===== src/rtl/axi_rd_arbiter_if.sv =====
// Bundle of the cache-side request/refill ports and the shared AXI read channels.
// The arbiter connects through the master modport; the caches and interconnect use slave.
interface axi_rd_arbiter_if #(
    parameter int unsigned DATA_W = 32
) ();
    // Icache side
    logic              i_arvalid;
    logic [31:0]       i_araddr;
    logic              i_arready;
    logic              i_rvalid;
    logic              i_rready;
    logic              i_rlast;
    logic [DATA_W-1:0] i_rdata;
    // Dcache side
    logic              d_arvalid;
    logic [31:0]       d_araddr;
    logic              d_arready;
    logic              d_rvalid;
    logic              d_rready;
    logic              d_rlast;
    logic [DATA_W-1:0] d_rdata;
    // Shared AXI AR / R channels
    logic              m_arvalid;
    logic              m_arready;
    logic [31:0]       m_araddr;
    logic [3:0]        m_arid;
    logic [7:0]        m_arlen;
    logic [2:0]        m_arsize;
    logic [1:0]        m_arburst;
    logic              m_rvalid;
    logic              m_rready;
    logic [DATA_W-1:0] m_rdata;
    logic              m_rlast;
    logic [1:0]        m_rresp;
    logic [3:0]        m_rid;

    modport master (
        input  i_arvalid, i_araddr, i_rready,
        input  d_arvalid, d_araddr, d_rready,
        input  m_arready, m_rvalid, m_rdata, m_rlast, m_rresp, m_rid,
        output i_arready, i_rvalid, i_rlast, i_rdata,
        output d_arready, d_rvalid, d_rlast, d_rdata,
        output m_arvalid, m_araddr, m_arid, m_arlen, m_arsize, m_arburst, m_rready
    );

    modport slave (
        output i_arvalid, i_araddr, i_rready,
        output d_arvalid, d_araddr, d_rready,
        output m_arready, m_rvalid, m_rdata, m_rlast, m_rresp, m_rid,
        input  i_arready, i_rvalid, i_rlast, i_rdata,
        input  d_arready, d_rvalid, d_rlast, d_rdata,
        input  m_arvalid, m_araddr, m_arid, m_arlen, m_arsize, m_arburst, m_rready
    );
endinterface


===== src/rtl/axi_rd_arbiter.sv =====
// Round-robin arbiter that merges icache and dcache line refills onto one AXI read port.
// One burst outstanding at a time; returned beats are passed through unbuffered.
module axi_rd_arbiter #(
    parameter int unsigned BURST_LEN = 4,
    parameter int unsigned DATA_W    = 32
) (
    input  logic              clk,
    input  logic              rstn,
    axi_rd_arbiter_if.master  bus,
    output logic              bus_err
);

    typedef enum logic [1:0] {StIdle, StAddr, StData} state_e;

    state_e      state_q, state_d;
    // One-hot grant: bit 0 = icache, bit 1 = dcache, 00 = none
    logic [1:0]  grant_q, grant_d;
    // Only updated on a tie; reset to dcache so icache wins the first tie
    logic        last_dcache_q, last_dcache_d;
    logic [7:0]  beat_q, beat_d;
    logic [31:0] araddr_q, araddr_d;

    logic        pick_d;
    logic        beat;
    logic [3:0]  grant_id;

    assign bus.m_arlen   = 8'(BURST_LEN - 1);
    assign bus.m_arsize  = 3'($clog2(DATA_W / 8));
    assign bus.m_arburst = 2'b01;

    assign pick_d   = bus.d_arvalid & (~bus.i_arvalid | ~last_dcache_q);
    assign grant_id = {3'b000, grant_q[1]};
    assign beat     = bus.m_rvalid & bus.m_rready;

    // Next-state, grant bookkeeping and all handshake outputs
    always_comb begin
        state_d       = state_q;
        grant_d       = grant_q;
        last_dcache_d = last_dcache_q;
        beat_d        = beat_q;
        araddr_d      = araddr_q;

        bus.i_arready = 1'b0;
        bus.d_arready = 1'b0;
        bus.i_rvalid  = 1'b0;
        bus.d_rvalid  = 1'b0;
        bus.i_rlast   = 1'b0;
        bus.d_rlast   = 1'b0;
        bus.i_rdata   = '0;
        bus.d_rdata   = '0;
        bus.m_arvalid = 1'b0;
        bus.m_araddr  = '0;
        bus.m_arid    = '0;
        bus.m_rready  = 1'b0;
        bus_err       = 1'b0;

        unique case (state_q)
            StIdle: begin
                // rstn gate keeps arready low while reset is held
                if (rstn && (bus.i_arvalid || bus.d_arvalid)) begin
                    araddr_d      = pick_d ? bus.d_araddr : bus.i_araddr;
                    grant_d       = pick_d ? 2'b10 : 2'b01;
                    bus.i_arready = ~pick_d;
                    bus.d_arready = pick_d;
                    if (bus.i_arvalid && bus.d_arvalid) begin
                        last_dcache_d = pick_d;
                    end
                    state_d = StAddr;
                end
            end
            StAddr: begin
                bus.m_arvalid = 1'b1;
                bus.m_araddr  = araddr_q;
                bus.m_arid    = grant_id;
                if (bus.m_arready) begin
                    beat_d  = '0;
                    state_d = StData;
                end
            end
            StData: begin
                bus.m_rready = (grant_q[0] & bus.i_rready) | (grant_q[1] & bus.d_rready);
                bus.i_rvalid = bus.m_rvalid & grant_q[0];
                bus.d_rvalid = bus.m_rvalid & grant_q[1];
                bus.i_rdata  = bus.m_rdata;
                bus.d_rdata  = bus.m_rdata;
                bus.i_rlast  = bus.m_rlast;
                bus.d_rlast  = bus.m_rlast;
                if (beat) begin
                    beat_d  = beat_q + 8'd1;
                    // Errors are flagged but the burst still runs to m_rlast
                    bus_err = (bus.m_rlast && (beat_q != 8'(BURST_LEN - 1))) ||
                              (bus.m_rid != grant_id) ||
                              (bus.m_rresp != 2'b00);
                    if (bus.m_rlast) begin
                        grant_d = 2'b00;
                        state_d = StIdle;
                    end
                end
            end
            default: begin
                grant_d = 2'b00;
                state_d = StIdle;
            end
        endcase
    end

    // State and bookkeeping registers with asynchronous reset
    always_ff @(posedge clk or negedge rstn) begin
        if (!rstn) begin
            state_q       <= StIdle;
            grant_q       <= 2'b00;
            last_dcache_q <= 1'b1;
            beat_q        <= '0;
            araddr_q      <= '0;
        end else begin
            state_q       <= state_d;
            grant_q       <= grant_d;
            last_dcache_q <= last_dcache_d;
            beat_q        <= beat_d;
            araddr_q      <= araddr_d;
        end
    end

endmodule


===== src/flat_wrapper.sv =====
// flat-port wrapper written by rule: the top's interface ports become plain ports
module axi_rd_arbiter_flat 
#(
    parameter int unsigned BURST_LEN = 4,
    parameter int unsigned DATA_W    = 32
)
  (clk, rstn, bus_err, bus_i_arvalid, bus_i_araddr, bus_i_rready, bus_d_arvalid, bus_d_araddr, bus_d_rready, bus_m_arready, bus_m_rvalid, bus_m_rdata, bus_m_rlast, bus_m_rresp, bus_m_rid, bus_i_arready, bus_i_rvalid, bus_i_rlast, bus_i_rdata, bus_d_arready, bus_d_rvalid, bus_d_rlast, bus_d_rdata, bus_m_arvalid, bus_m_araddr, bus_m_arid, bus_m_arlen, bus_m_arsize, bus_m_arburst, bus_m_rready);
  axi_rd_arbiter_if #(.DATA_W(DATA_W)) bus_i ();
  input  logic clk;
  input  logic rstn;
  output logic bus_err;
  input wire logic [$bits(bus_i.i_arvalid)-1:0] bus_i_arvalid;
  input wire logic [$bits(bus_i.i_araddr)-1:0] bus_i_araddr;
  input wire logic [$bits(bus_i.i_rready)-1:0] bus_i_rready;
  input wire logic [$bits(bus_i.d_arvalid)-1:0] bus_d_arvalid;
  input wire logic [$bits(bus_i.d_araddr)-1:0] bus_d_araddr;
  input wire logic [$bits(bus_i.d_rready)-1:0] bus_d_rready;
  input wire logic [$bits(bus_i.m_arready)-1:0] bus_m_arready;
  input wire logic [$bits(bus_i.m_rvalid)-1:0] bus_m_rvalid;
  input wire logic [$bits(bus_i.m_rdata)-1:0] bus_m_rdata;
  input wire logic [$bits(bus_i.m_rlast)-1:0] bus_m_rlast;
  input wire logic [$bits(bus_i.m_rresp)-1:0] bus_m_rresp;
  input wire logic [$bits(bus_i.m_rid)-1:0] bus_m_rid;
  output wire logic [$bits(bus_i.i_arready)-1:0] bus_i_arready;
  output wire logic [$bits(bus_i.i_rvalid)-1:0] bus_i_rvalid;
  output wire logic [$bits(bus_i.i_rlast)-1:0] bus_i_rlast;
  output wire logic [$bits(bus_i.i_rdata)-1:0] bus_i_rdata;
  output wire logic [$bits(bus_i.d_arready)-1:0] bus_d_arready;
  output wire logic [$bits(bus_i.d_rvalid)-1:0] bus_d_rvalid;
  output wire logic [$bits(bus_i.d_rlast)-1:0] bus_d_rlast;
  output wire logic [$bits(bus_i.d_rdata)-1:0] bus_d_rdata;
  output wire logic [$bits(bus_i.m_arvalid)-1:0] bus_m_arvalid;
  output wire logic [$bits(bus_i.m_araddr)-1:0] bus_m_araddr;
  output wire logic [$bits(bus_i.m_arid)-1:0] bus_m_arid;
  output wire logic [$bits(bus_i.m_arlen)-1:0] bus_m_arlen;
  output wire logic [$bits(bus_i.m_arsize)-1:0] bus_m_arsize;
  output wire logic [$bits(bus_i.m_arburst)-1:0] bus_m_arburst;
  output wire logic [$bits(bus_i.m_rready)-1:0] bus_m_rready;
  assign bus_i.i_arvalid = bus_i_arvalid;
  assign bus_i.i_araddr = bus_i_araddr;
  assign bus_i.i_rready = bus_i_rready;
  assign bus_i.d_arvalid = bus_d_arvalid;
  assign bus_i.d_araddr = bus_d_araddr;
  assign bus_i.d_rready = bus_d_rready;
  assign bus_i.m_arready = bus_m_arready;
  assign bus_i.m_rvalid = bus_m_rvalid;
  assign bus_i.m_rdata = bus_m_rdata;
  assign bus_i.m_rlast = bus_m_rlast;
  assign bus_i.m_rresp = bus_m_rresp;
  assign bus_i.m_rid = bus_m_rid;
  assign bus_i_arready = bus_i.i_arready;
  assign bus_i_rvalid = bus_i.i_rvalid;
  assign bus_i_rlast = bus_i.i_rlast;
  assign bus_i_rdata = bus_i.i_rdata;
  assign bus_d_arready = bus_i.d_arready;
  assign bus_d_rvalid = bus_i.d_rvalid;
  assign bus_d_rlast = bus_i.d_rlast;
  assign bus_d_rdata = bus_i.d_rdata;
  assign bus_m_arvalid = bus_i.m_arvalid;
  assign bus_m_araddr = bus_i.m_araddr;
  assign bus_m_arid = bus_i.m_arid;
  assign bus_m_arlen = bus_i.m_arlen;
  assign bus_m_arsize = bus_i.m_arsize;
  assign bus_m_arburst = bus_i.m_arburst;
  assign bus_m_rready = bus_i.m_rready;
  axi_rd_arbiter #(.BURST_LEN(BURST_LEN), .DATA_W(DATA_W)) u_core (.clk(clk), .rstn(rstn), .bus(bus_i), .bus_err(bus_err));
endmodule

===== config.mk =====
export PLATFORM = sky130hd
export DESIGN_NAME = axi_rd_arbiter_flat
export DESIGN_NICKNAME = d
export VERILOG_FILES = /design/src/rtl/axi_rd_arbiter_if.sv /design/src/rtl/axi_rd_arbiter.sv /design/src/flat_wrapper.sv
export SDC_FILE = /design/constraint.sdc
export NUM_CORES = 1
export LEC_CHECK = 0
export BUFFER_PORTS_ARGS = -buffer_cell sky130_fd_sc_hd__buf_4
export CORE_MARGIN = 3
export CORE_UTILIZATION = 41
export DETAILED_ROUTE_END_ITERATION = 8
export GPL_TIMING_DRIVEN = 1
export PLACE_DENSITY = 0.88
export REMOVE_ABC_BUFFERS = 1
export SLEW_MARGIN = 20
export SYNTH_ARGS = -nofsm -noshare
export SYNTH_HDL_FRONTEND = slang
export SYNTH_SLANG_ARGS = --single-unit

===== constraint.sdc =====
create_clock -name clk -period 1.8 [get_ports clk]
set_input_delay 0.27 -clock clk [delete_from_list [all_inputs] [get_ports clk]]
set_output_delay 0.27 -clock clk [all_outputs]
set_load 0.02 [all_outputs]

==> results.cfg <==
[outcome]
status = finished with violations
violations = setup timing

[drt]
drc_errors = 0
via_per_inst = 4.94
drt_first_iter_violations = 94
wire_per_inst_um = 18.5
ant_nets = 0
first_pass_iters = 4
vias = 3132
wirelength_um = 11700

[global_route]
grt.overflow.total = 0
grt_max_degree = 49
grt_pass1_wl_um = 14400
track_usage_pct = 21.4
grt_pass1_vias = 2994
antenna_found_initial = 1

[power]
power.density_mw_per_mm2 = 1270
power.total_mw = 6.88
max-vdd-ir-drop_v = 0.000578
power_leakage_nw = 2.82

[clock_network]
cts_tree = built
h-tree-depth = 2
numCtsBuffers = 5
clock_path_buffers = 2
cts_sinks = 45
clk_latency_ns = 0.29
cts.reportedPaths.clkPinSlew_ns = 0.08
hold_buffers = 0
cts-root-buf = clkbuf_8

[synthesis]
synth_top_cell_by_area = dfrtp_1
synth_edf_count = 0
post-synth-top-count-cell = and2_1
async_flop_share_pct = 100
synth.top_cell.area_share_pct = 35.8
synthTopCellsByArea = dfrtp_1 36%, and2_1 14%, buf_4 13%
synth-seq-area-share_pct = 36.7
yosys_register_bits = 45
ys_types = 41
yosysWarnings = 0
ys.flop_type = dfrtp_1
postSynthAreaPerCell_um2 = 9.07
synthCells = 339
synth_common_cells = 68 x and2_1, 53 x buf_4, 44 x dfrtp_1, 41 x nand2_1, 34 x mux2i_1
syn_area_mm2 = 0.00308

[worst_setup_path]
slowest_delay_ns = 0.46
critPathLaunchType = register
rrSetupSlack_ns = 0.20
r2r_cells = 5
crit_end = bus_err
startpoint = u_core.beat_q[0]
slowest_stage = or4b_1
rr_startpoint = u_core.state_q[0]
path_delay_family = simple AND/OR/NAND/NOR gates
critPathCaptureType = output port
cp_cell_sequence = ha_1 > or4b_1 > o41ai_2 > a21oi_1 > buf_4
crit_required_ns = 1.53
crit_cells = 5
rr_endpoint = u_core.araddr_q[4]
cp_max_fo = 2
crit_type = register to output port
crit_buf_inv = 1
critPathArrivalTime_ns = 1.83

[placement]
placed_cell_area_mm2 = 0.00448
place.gp.congestion = 0.874
dp_hpwl_um = 8050
pre_cts_ws_ns = 0.0410
dp.cells = 608
portBuffers = 216

[die]
fp.dieW_um = 92.6
die-area_mm2 = 0.00858
core-area_mm2 = 0.00702
ios = 233
initial_core_util_pct = 43.8
die_y_um = 92.6
num_rows = 30

[sta]
period_share_pct = 117
setup_tns_ns = -2.22
worst_slew_pin_slew_ns = 0.590
clock_skew_ns = 0.00523
maxSlewHeadroom_pct = 60.7
setup_viol = 69
finalMaxSlewViolations = 0
hold_viol_final = 0
fmax_mhz = 476
rsz0062_at_grt = yes
finalCriticalPeriod_ns = 2.10
worst_slack_ns = -0.302

[cells_and_area]
final_area_mm2 = 0.00544
ff_latch_area_mm2 = 0.00113
nets = 648
drive_above_1_share_pct = 62.9
final_cells = 634
multi_input_area_mm2 = 0.00171
syn_to_final_growth_pct = 76.7
fillers = 444

[min_path]
min_path_type = input port to async pin

[job]
cap_violations = 0
placed cells by master, fill, tap and decap left out, types with 2 or more instances in the layout:
master,synthesis,routed
buf_12,0,3
buf_4,53,126
buf_6,5,105
o21ai_2,7,7
xor2_1,2,2
clkbuf_16,0,5
and2_4,0,67
nor3_1,4,4
conb_1,2,16
a22o_1,2,2
dfrtp_1,44,43
nand4_1,2,2
clkbuf_8,0,5
and3_4,0,2
mux2i_1,34,34
clkinv_2,0,2
a21o_1,4,4
nand3_1,5,5
a21oi_1,4,4
o21ai_1,26,26
o21ai_0,3,3
nand2_1,41,41
buf_8,0,5
timing repair:
item                       CTS  global route
gates resized for setup      6           182
setup buffers                4             6
gates cloned                 0             7
pin swaps                    0            60
setup endpoints to repair   75           104
cells by family (layout without fill, tap and decap cells):
kind of cell               Yosys count  count (layout)  share of synthesized area (%)
and+or+nand+nor                    133             133                           23.9
buffers and inverters               69             253                           16.2
AOI/OAI and AO/OA                   52              52                           10.7
DFF                                 45              45                           36.7
muxes                               34              34                           11.1
xor gates and xnor gates             3               3                          0.855
other                                2              17                          0.244
adders and majority gates            1               1                          0.407
state kept, by name (all words and copies together) (netlist names):
name and count:
u_core.araddr_q 32, u_core.beat_q 8, u_core.grant_q 2, u_core.state_q 2, u_core.last_dcache_q 1
per-stage QoR:
step                      hold WS, ns  utilization (%)
after floorplan               -0.0256                -
after global placement          0.415             63.9
after detailed placement        0.419             63.9
after CTS                       0.103             65.7
after global routing            0.124             77.4
final                          0.0834             77.4
where the power goes:
group | leakage [nW] | total (mW) | switching, mW | internal (mW)
sequential | 0.568 | 1.69 | 0.262 | 1.42
combinational | 2.21 | 4.60 | 2.15 | 2.45
clock | 0.0450 | 0.596 | 0.327 | 0.270
per-layer routing:
metal	up-vias	share of wire (%)	GRT usage [%]	wire length, um
met2	180	54	40.2	6350
met4	0	3.6	11.0	427
met1	1461	33	21.4	3890
met5	-	0	0	0
li1	1461	-	-	-
met3	30	9.1	5.77	1070
worst min path at each step:
stage          startpoint                  end  slack [ns]  cells after the start
3_5_place_dp         rstn   u_core.araddr_q[7]        0.42                      2
3_3_place_gp         rstn  u_core.araddr_q[12]        0.42                      2
5_1_grt              rstn   u_core.araddr_q[7]        0.12                      2
4_1_cts              rstn   u_core.araddr_q[1]        0.10                      2
6_report             rstn   u_core.araddr_q[7]        0.08                      2
2_1_floorplan        rstn   u_core.araddr_q[0]       -0.03                      0
final cells by class:
| class | count | share of cell area, % |
|---|---|---|
| Timing Repair Buffer | 244 | 43.9 |
| Multi-Input combinational cell | 239 | 31.4 |
| Inverter | 1 | 0.0691 |
| Tap cell | 96 | 2.21 |
| Clock buffer | 6 | 1.34 |
| Clock inverter | 2 | 0.184 |
| Antenna cell | 1 | 0.0460 |
| Sequential cell | 45 | 20.8 |
(Power assumes the default switching activity.)
